**config.mk**
```make
export PLATFORM = sky130hd
export DESIGN_NAME = serial_nibble_adder_flat
export DESIGN_NICKNAME = d
export VERILOG_FILES = /design/src/rtl/serial_nibble_adder_if.sv /design/src/rtl/serial_nibble_adder.sv /design/src/flat_wrapper.sv
export SDC_FILE = /design/constraint.sdc
export NUM_CORES = 1
export LEC_CHECK = 0
export ABC_AREA = 0
export CORE_ASPECT_RATIO = 0.6
export CORE_UTILIZATION = 52
export CTS_CLUSTER_DIAMETER = 30
export DETAILED_ROUTE_END_ITERATION = 16
export PLACE_DENSITY = 0.79
export SLEW_MARGIN = 40
export SYNTH_ARGS = -nofsm -noshare
export SYNTH_HDL_FRONTEND = slang
export SYNTH_SLANG_ARGS = --single-unit
```
**constraint.sdc**
```tcl
create_clock -name clk -period 3.65 [get_ports clk]
set_clock_uncertainty 0.2 [all_clocks]
set_input_delay 0.365 -clock clk [delete_from_list [all_inputs] [get_ports clk]]
set_output_delay 0.365 -clock clk [all_outputs]
set_load 0.01 [all_outputs]
```
**src/rtl/serial_nibble_adder_if.sv**
```systemverilog
// serial_nibble_adder_if: start/done handshake plus operand and result bus
// for serial_nibble_adder. Optional macro SERIAL_ADDER_SUB_EN adds the
// subtract-select line.
interface serial_nibble_adder_if #(
  parameter int NIBBLES = 4
) ();
  logic                 start;
  logic [4*NIBBLES-1:0] a;
  logic [4*NIBBLES-1:0] b;
  logic                 cin;
  logic                 busy;
  logic                 done;
  logic [4*NIBBLES-1:0] sum;
  logic                 cout;
`ifdef SERIAL_ADDER_SUB_EN
  logic                 sub;
`endif

  modport master (
`ifdef SERIAL_ADDER_SUB_EN
    output sub,
`endif
    output start, a, b, cin,
    input  busy, done, sum, cout
  );

  modport slave (
`ifdef SERIAL_ADDER_SUB_EN
    input  sub,
`endif
    input  start, a, b, cin,
    output busy, done, sum, cout
  );
endinterface

```
**src/rtl/serial_nibble_adder.sv**
```systemverilog
// serial_nibble_adder: computes a + b + cin over 4*NIBBLES bits, one nibble
// per clock through a single 4-bit ripple add, LSB nibble first.
// Optional macro SERIAL_ADDER_SUB_EN: adds a sub select that stores B
// inverted and forces the initial carry to 1 (a - b, cout=1 means no borrow).
module serial_nibble_adder #(
  parameter int NIBBLES = 4
) (
  input  logic                 clk,
  input  logic                 rst,
  serial_nibble_adder_if.slave bus
);
  localparam int W  = 4 * NIBBLES;
  localparam int IW = (NIBBLES > 1) ? $clog2(NIBBLES) : 1;
  localparam logic [IW-1:0] LAST = IW'(NIBBLES - 1);

  typedef enum logic [1:0] {
    IDLE = 2'd0,
    RUN  = 2'd1,
    DONE = 2'd2
  } state_t;

  state_t        state;
  logic [W-1:0]  a_r, b_r, res_r, sum_r;
  logic          carry, cout_r, busy_r, done_r;
  logic [IW-1:0] idx;

  logic [3:0]    a_nib, b_nib;
  logic [4:0]    nib_sum;
  logic [W-1:0]  res_nxt;
  logic [W-1:0]  b_load;
  logic          c_load;

  // Operand conditioning at capture time (inversion only in the subtract build).
  always_comb begin
`ifdef SERIAL_ADDER_SUB_EN
    b_load = bus.sub ? ~bus.b : bus.b;
    c_load = bus.sub ? 1'b1 : bus.cin;
`else
    b_load = bus.b;
    c_load = bus.cin;
`endif
  end

  // Select nibble idx, add it with the running carry, and splice the result back.
  always_comb begin
    a_nib   = '0;
    b_nib   = '0;
    res_nxt = res_r;
    for (int unsigned i = 0; i < NIBBLES; i++) begin
      if (idx == IW'(i)) begin
        a_nib = a_r[4*i +: 4];
        b_nib = b_r[4*i +: 4];
      end
    end
    nib_sum = {1'b0, a_nib} + {1'b0, b_nib} + {4'b0000, carry};
    for (int unsigned i = 0; i < NIBBLES; i++) begin
      if (idx == IW'(i)) res_nxt[4*i +: 4] = nib_sum[3:0];
    end
  end

  // Sequencer: accept, step one nibble per edge, publish the full result on the last step.
  always_ff @(posedge clk) begin
    if (rst) begin
      state  <= IDLE;
      a_r    <= '0;
      b_r    <= '0;
      res_r  <= '0;
      sum_r  <= '0;
      carry  <= 1'b0;
      cout_r <= 1'b0;
      busy_r <= 1'b0;
      done_r <= 1'b0;
      idx    <= '0;
    end else begin
      case (state)
        IDLE, DONE: begin
          if (bus.start) begin
            a_r    <= bus.a;
            b_r    <= b_load;
            carry  <= c_load;
            idx    <= '0;
            state  <= RUN;
            busy_r <= 1'b1;
            done_r <= 1'b0;
          end else begin
            state  <= IDLE;
            done_r <= 1'b0;
          end
        end
        RUN: begin
          res_r <= res_nxt;
          carry <= nib_sum[4];
          if (idx == LAST) begin
            sum_r  <= res_nxt;
            cout_r <= nib_sum[4];
            state  <= DONE;
            busy_r <= 1'b0;
            done_r <= 1'b1;
          end else begin
            idx <= idx + 1'b1;
          end
        end
        default: begin
          state  <= IDLE;
          busy_r <= 1'b0;
          done_r <= 1'b0;
        end
      endcase
    end
  end

  assign bus.busy = busy_r;
  assign bus.done = done_r;
  assign bus.sum  = sum_r;
  assign bus.cout = cout_r;
endmodule

```
**src/flat_wrapper.sv**
```systemverilog
// flat-port wrapper written by rule: the top's interface ports become plain ports
module serial_nibble_adder_flat 
#(
  parameter int NIBBLES = 4
)
  (clk, rst, bus_start, bus_a, bus_b, bus_cin, bus_busy, bus_done, bus_sum, bus_cout);
  serial_nibble_adder_if #(.NIBBLES(NIBBLES)) bus_i ();
  input  logic clk;
  input  logic rst;
  input wire logic [$bits(bus_i.start)-1:0] bus_start;
  input wire logic [$bits(bus_i.a)-1:0] bus_a;
  input wire logic [$bits(bus_i.b)-1:0] bus_b;
  input wire logic [$bits(bus_i.cin)-1:0] bus_cin;
  output wire logic [$bits(bus_i.busy)-1:0] bus_busy;
  output wire logic [$bits(bus_i.done)-1:0] bus_done;
  output wire logic [$bits(bus_i.sum)-1:0] bus_sum;
  output wire logic [$bits(bus_i.cout)-1:0] bus_cout;
  assign bus_i.start = bus_start;
  assign bus_i.a = bus_a;
  assign bus_i.b = bus_b;
  assign bus_i.cin = bus_cin;
  assign bus_busy = bus_i.busy;
  assign bus_done = bus_i.done;
  assign bus_sum = bus_i.sum;
  assign bus_cout = bus_i.cout;
  serial_nibble_adder #(.NIBBLES(NIBBLES)) u_core (.clk(clk), .rst(rst), .bus(bus_i));
endmodule
```
==> impl_metrics.json, run 1 <==
{
  "clock_sinks": 68,
  "finalSetupViolCount": 0,
  "holdWs_ns": 0.259,
  "worstSkewPairLatency_ns": 0.34,
  "power.leakage_nw": 1.33,
  "nets": 462,
  "min_to": "u_core.a_r[0]",
  "cts_resized": 0,
  "clockBufferDepth": 2,
  "critPathLaunchType": "flip-flop",
  "required_ns": 3.71,
  "setup_ws_ns": 0.369,
  "grt_max_degree": 53,
  "syn2layout_area_growth_pct": 22.8,
  "cts-root-buf": "clkbuf_8",
  "syn_avg_cell_area_um2": 8.25,
  "crit_arrival_ns": 3.34,
  "cp_slowest_cell": "o21ai_0",
  "ys.flop_type": "dfxtp_1",
  "finalCriticalPeriod_ns": 3.28,
  "dpl_worst_slack_ns": 0.495,
  "initialDrtViolationCount": 128,
  "antenna_found_initial": 0,
  "crit_path_end_kind": "flip-flop",
  "p_total_mw": 1.56,
  "fin_cells": 499,
  "synth_top_area_share_pct": 44.1,
  "regToRegEndpoint": "u_core.res_r[3]",
  "num_antenna_cells": 0,
  "worst_pin_slew_ns": 0.669,
  "syn_area_mm2": 0.00308,
  "clock.fmax_mhz": 305,
  "ys_seq_elements": 68,
  "die_height_um": 61.7,
  "post-dp-hpwl_um": 4870,
  "fillCellCount": 518,
  "yosys.area.top_type": "dfxtp_1",
  "gp_congestion": 0.846,
  "drt_first_pass_iters": 4,
  "powerDensity_mw_per_mm2": 411,
  "seq_area_frac_synth_pct": 44.1,
  "placed_area_mm2": 0.00362,
  "rows": 21,
  "hold_depth": 2,
  "num_vias": 2656,
  "r2r_setup_slack_ns": 0.37,
  "clkTransAtPathRegs_ns": 0.07,
  "die_w_um": 101,
  "run_status": "finished clean",
  "finalMaxSlewViolations": 0,
  "tns_ns": 0,
  "pin_count": 55,
  "timing.final.crit_share_pct": 89.9,
  "grt_pass1_vias": 2366,
  "design_area_mm2": 0.00379,
  "r2r_cells": 12,
  "io_buffers": 54,
  "drive_gt1_share_pct": 10.5,
  "grt_pass1_wl_um": 11200,
  "synth_edf_count": 0,
  "netlist-cell-type-count": 37,
  "final_core_util_pct": 67.1,
  "synth_nets": 419,
  "synthArstFlopShare_pct": 0,
  "dieArea_mm2": 0.00625,
  "slew_headroom_pct": 55.4,
  "ant_nets": 0,
  "cts_tree": "done",
  "cts-hold-fix-buffers": 0,
  "grt_setup_unrepaired": "no",
  "grt.total_usage_pct": 24.3,
  "wl_per_cell_um": 13.8,
  "hold_start": "u_core.a_r[0]",
  "cap_violations": 0,
  "vias_per_cell": 5.32,
  "crit_fanout": 14,
  "setup.worst_path.class": "reg2reg",
  "max_stage_delay_ns": 0.49,
  "wl_um": 6880,
  "cts-htree-levels": 3,
  "hold_path.class": "reg2reg",
  "r2r-start": "u_core.idx[1]",
  "hold_viol": 0,
  "start_util_pct": 54.6,
  "yosys_warnings": 0,
  "core_area_mm2": 0.00565,
  "cts_buffers": 9,
  "ys_top_cells_by_area": "dfxtp_1 44%, nand2_1 12%, a21oi_1 9.2%",
  "max-vdd-ir-drop_mv": 0.302,
  "grt-ovfl-total": 0,
  "path_cells": "inv_1, ha_1, buf_4, nand3b_1, a21oi_1, a21oi_1, o21ai_0, ha_1, nand3b_1, a21boi_0, nand2b_1, o31ai_1",
  "cts_setup_buffers": 0,
  "netlist_instances": 374,
  "dp_cells": 486,
  "drc": 0
}
==> area by class of cell <==
class	count	area (um2)	share of cell area, %
clock inverter	2	12.5	0.330
multi-input combinational	272	1550	40.9
tap	80	100	2.64
clock buffer	11	151	4.00
timing repair buffer	62	598	15.8
inverter	4	15.0	0.396
sequential	68	1360	35.9
==> flip-flops by register name (all words and copies together), names as in the netlist <==
| name | cells |
|---|---|
| u_core.b_r | 16 |
| u_core.bus.busy | 1 |
| u_core.a_r | 16 |
| u_core.state | 2 |
| u_core.bus.sum | 16 |
| u_core.carry | 1 |
| u_core.res_r | 12 |
| u_core.bus.done | 1 |
| u_core.idx | 2 |
| u_core.bus.cout | 1 |
==> synth_stat cells, types with 6 or more instances <==
master and n:
a211oi_1 8, a21oi_1 57, a21oi_2 6, buf_2 7
clkbuf_1 18, dfxtp_1 68, ha_1 7, nand2_1 101
nand3b_1 15, nor2_1 18, o211ai_2 6, o21ai_0 7
==> worst max-delay path: cells and delay by family, from the launching register on <==
kind                       cells  cell delay [ns]
buffers and inverters          2             0.32
AOI/OAI and AO/OA              5             1.11
adders and majority gates      2             0.66
DFF                            1             0.35
and+or+nand+nor                3             0.54
==> placed cells by master (no fill, tap or decap), drive strengths merged, types with 2 or more instances in the layout <==
cell type | synthesis | final
fa | 2 | 2
inv | 4 | 4
ha | 7 | 7
mux2i | 3 | 3
a211oi | 10 | 10
dfxtp | 68 | 68
buf | 12 | 9
nand3b | 15 | 15
clkdlybuf4s50 | 0 | 53
a311oi | 3 | 3
o21a | 2 | 2
o21ai | 7 | 7
nand2 | 101 | 101
nand2b | 5 | 5
clkbuf | 18 | 11
o31ai | 4 | 4
and2 | 4 | 4
o211ai | 6 | 6
nor2 | 20 | 20
nor2b | 6 | 6
a221oi | 2 | 2
a21oi | 63 | 63
nor3 | 5 | 5
==> metal layers <==
metal / global-route usage [%] / up-vias / routed length [um]
li1: - / 1346 / -
met1: 34.4 / 1222 / 3670
met2: 36.1 / 77 / 2710
met3: 6.92 / 11 / 412
met4: 7.66 / 0 / 82
met5: 0 / - / 0
==> power breakdown <==
part | internal [mW] | switching (mW)
Clock | 0.271 | 0.261
Sequential | 0.774 | 0.0207
Combinational | 0.101 | 0.131
Total | 1.15 | 0.413
==> how the worst max path moves through the flow <==
stage                     slack, ns  cells after the start          start                end
final                          0.37                     12  u_core.idx[1]    u_core.res_r[3]
after global routing           0.11                     12  u_core.idx[0]   u_core.res_r[11]
after CTS                      0.44                     12  u_core.idx[1]    u_core.res_r[7]
after detailed placement       0.50                     12  u_core.idx[1]    u_core.res_r[7]
after global placement         0.61                     12  u_core.idx[1]    u_core.res_r[3]
after floorplan                0.66                     14  u_core.idx[0]  u_core.bus.sum[2]
==> cells by family after synthesis <==
kind of cell	share of synthesized area [%]
buffers and inverters	5.68
xor gates and xnor gates	0.284
and+or+nand+nor	23.2
muxes	0.974
AOI/OAI and AO/OA	21.5
adders and majority gates	4.14
DFF	44.1
Note: power is estimated with default switching activity, not from simulation.
==> run 2: changes to the inputs <==
--- a/config.mk
+++ b/config.mk
@@ -6,6 +6,7 @@
 export NUM_CORES = 1
 export LEC_CHECK = 0
 export ABC_AREA = 0
+export CAP_MARGIN = 10
 export CORE_ASPECT_RATIO = 0.6
 export CORE_UTILIZATION = 52
 export CTS_CLUSTER_DIAMETER = 30
==> results of run 2 <==
Same layout as run 1: the final DEF is identical, and so are final timing and power.
==> run 3: changes to the inputs <==
--- a/config.mk
+++ b/config.mk
@@ -12,7 +12,7 @@
 export CTS_CLUSTER_DIAMETER = 30
 export DETAILED_ROUTE_END_ITERATION = 16
 export PLACE_DENSITY = 0.79
-export SLEW_MARGIN = 40
+export SLEW_MARGIN = 0
 export SYNTH_ARGS = -nofsm -noshare
 export SYNTH_HDL_FRONTEND = slang
 export SYNTH_SLANG_ARGS = --single-unit
==> run 3 against run 2 <==
  * Fmax is 0.61% higher
  * Worst hold slack got worse by 0.0067 ns
  * Sequential share of layout area barely moved
  * Critical path depth unchanged
  * Sequential power is essentially flat
  * Design area about the same
  * Clock power fell by 1%
==> impl_metrics.json, run 3 (same netlist as run 1, synthesis figures left out) <==
{
  "fillCellCount": 509,
  "clockBufferDepth": 2,
  "path_cells": "inv_1, ha_1, buf_4, nand3b_1, a21oi_1, a21oi_1, o21ai_0, ha_1, a21oi_1, a21boi_0, nand2b_1, o31ai_1",
  "crit_arrival_ns": 3.24,
  "grt_max_degree": 53,
  "hold_start": "u_core.b_r[0]",
  "worstSkewPairLatency_ns": 0.33,
  "powerDensity_mw_per_mm2": 409,
  "r2r_setup_slack_ns": 0.39,
  "drive_gt1_share_pct": 10.5,
  "power.leakage_nw": 1.33,
  "grt_pass1_wl_um": 11200,
  "vias_per_cell": 5.27,
  "cts_setup_buffers": 0,
  "finalSetupViolCount": 0,
  "hold_path.class": "reg2reg",
  "cp_slowest_cell": "o21ai_0",
  "max-vdd-ir-drop_mv": 0.234,
  "setup_ws_ns": 0.389,
  "timing.final.crit_share_pct": 89.3,
  "num_antenna_cells": 0,
  "grt_setup_unrepaired": "no",
  "dpl_worst_slack_ns": 0.468,
  "post-dp-hpwl_um": 4870,
  "required_ns": 3.63,
  "max_stage_delay_ns": 0.46,
  "final_cell_mix": "101 x nand2_1, 68 x dfxtp_1, 57 x a21oi_1",
  "worst_pin_slew_ns": 0.938,
  "num_vias": 2628,
  "holdWs_ns": 0.252,
  "start_util_pct": 54.6,
  "pin_count": 55,
  "ant_nets": 0,
  "gp_congestion": 0.846,
  "run_status": "finished clean",
  "nets": 462,
  "crit_fanout": 14,
  "core_area_mm2": 0.00565,
  "path_common_cell": "a21oi_1",
  "die_height_um": 61.7,
  "grt-ovfl-total": 0,
  "drt_first_pass_iters": 4,
  "die_w_um": 101,
  "wl_um": 6830,
  "syn2layout_area_growth_pct": 22.8,
  "crit_family": "compound AO/OA/AOI/OAI gates",
  "critPathLaunchType": "flip-flop",
  "drc": 0,
  "io_buffers": 54,
  "finalCriticalPeriod_ns": 3.26,
  "fin_cells": 499,
  "hold_depth": 2,
  "cts-root-buf": "clkbuf_8",
  "clock.fmax_mhz": 307,
  "cts-hold-fix-buffers": 0,
  "final_common_cell": "nand2_1",
  "min_to": "u_core.b_r[0]",
  "dp_cells": 486,
  "crit_path_end_kind": "flip-flop",
  "dieArea_mm2": 0.00625,
  "clock_sinks": 68,
  "hold_viol": 0,
  "grt_pass1_vias": 2335,
  "cap_violations": 0,
  "path_buf_inv": 2,
  "wl_per_cell_um": 13.7,
  "clkTransAtPathRegs_ns": 0.07,
  "finalMaxSlewViolations": 0,
  "cts_buffers": 9,
  "slew_headroom_pct": 37.5,
  "cts_resized": 0,
  "initialDrtViolationCount": 98,
  "rows": 21,
  "regToRegEndpoint": "u_core.res_r[3]",
  "grt.total_usage_pct": 24.0,
  "antenna_found_initial": 0,
  "cts-htree-levels": 3,
  "r2r_cells": 12,
  "cts_tree": "done",
  "r2r-start": "u_core.idx[1]",
  "tns_ns": 0,
  "setup.worst_path.class": "reg2reg"
}
run 3: cell counts in the layout (fill, tap and decap cells not counted):
No cell type changed its count.
run 3: worst register-to-register path, delay by kind of cell, from the launching register on:
family | cells | cell delay, ns
adders and majority gates | 2 | 0.56
and+or+nand+nor | 2 | 0.42
AOI/OAI and AO/OA | 6 | 1.24
buffers and inverters | 2 | 0.33
DFF | 1 | 0.36
run 3: final cells by class:
type                    instances  area (um2)  area share [%]
clock inverters                 2        12.5           0.330
flip-flops and latches         68        1360            36.0
inverters                       4        15.0           0.397
repair buffers                 62         596            15.7
well taps                      80         100            2.64
clock buffers                  11         151            4.00
multi-input cells             272        1550            40.9
run 3: through the flow:
stage / cell area, um2 / util (%) / power (mW)
3_5_place_dp: 3620 / 64.1 / 1.04
2_1_floorplan: 3080 / - / 0.953
6_report: 3790 / 67.0 / 1.55
5_1_grt: 3790 / 67.0 / 1.63
3_3_place_gp: 3620 / 64.1 / 1.03
4_1_cts: 3790 / 67.0 / 1.56
run 3: where the power goes:
part / switching (mW) / internal, mW
Clock: 0.254 / 0.271
Combinational: 0.130 / 0.101
Sequential: 0.0209 / 0.774
Total: 0.405 / 1.15
run 3: worst max path at each step:
stage	cells after the start	endpoint	from
2_1_floorplan	14	u_core.bus.sum[2]	u_core.idx[0]
3_3_place_gp	12	u_core.res_r[3]	u_core.idx[1]
3_5_place_dp	12	u_core.res_r[7]	u_core.idx[1]
4_1_cts	12	u_core.res_r[11]	u_core.idx[1]
5_1_grt	12	u_core.res_r[7]	u_core.idx[0]
6_report	12	u_core.res_r[3]	u_core.idx[1]
run 3: metal layers:
| layer | wire length, um | vias to the layer above | GRT usage, % | part of all wire (%) |
|---|---|---|---|---|
| met5 | 0 | - | 0 | 0 |
| li1 | - | 1343 | - | - |
| met2 | 2800 | 65 | 36.0 | 41 |
| met3 | 395 | 4 | 6.36 | 5.8 |
| met4 | 31 | 0 | 4.97 | 0.45 |
| met1 | 3610 | 1216 | 34.8 | 53 |
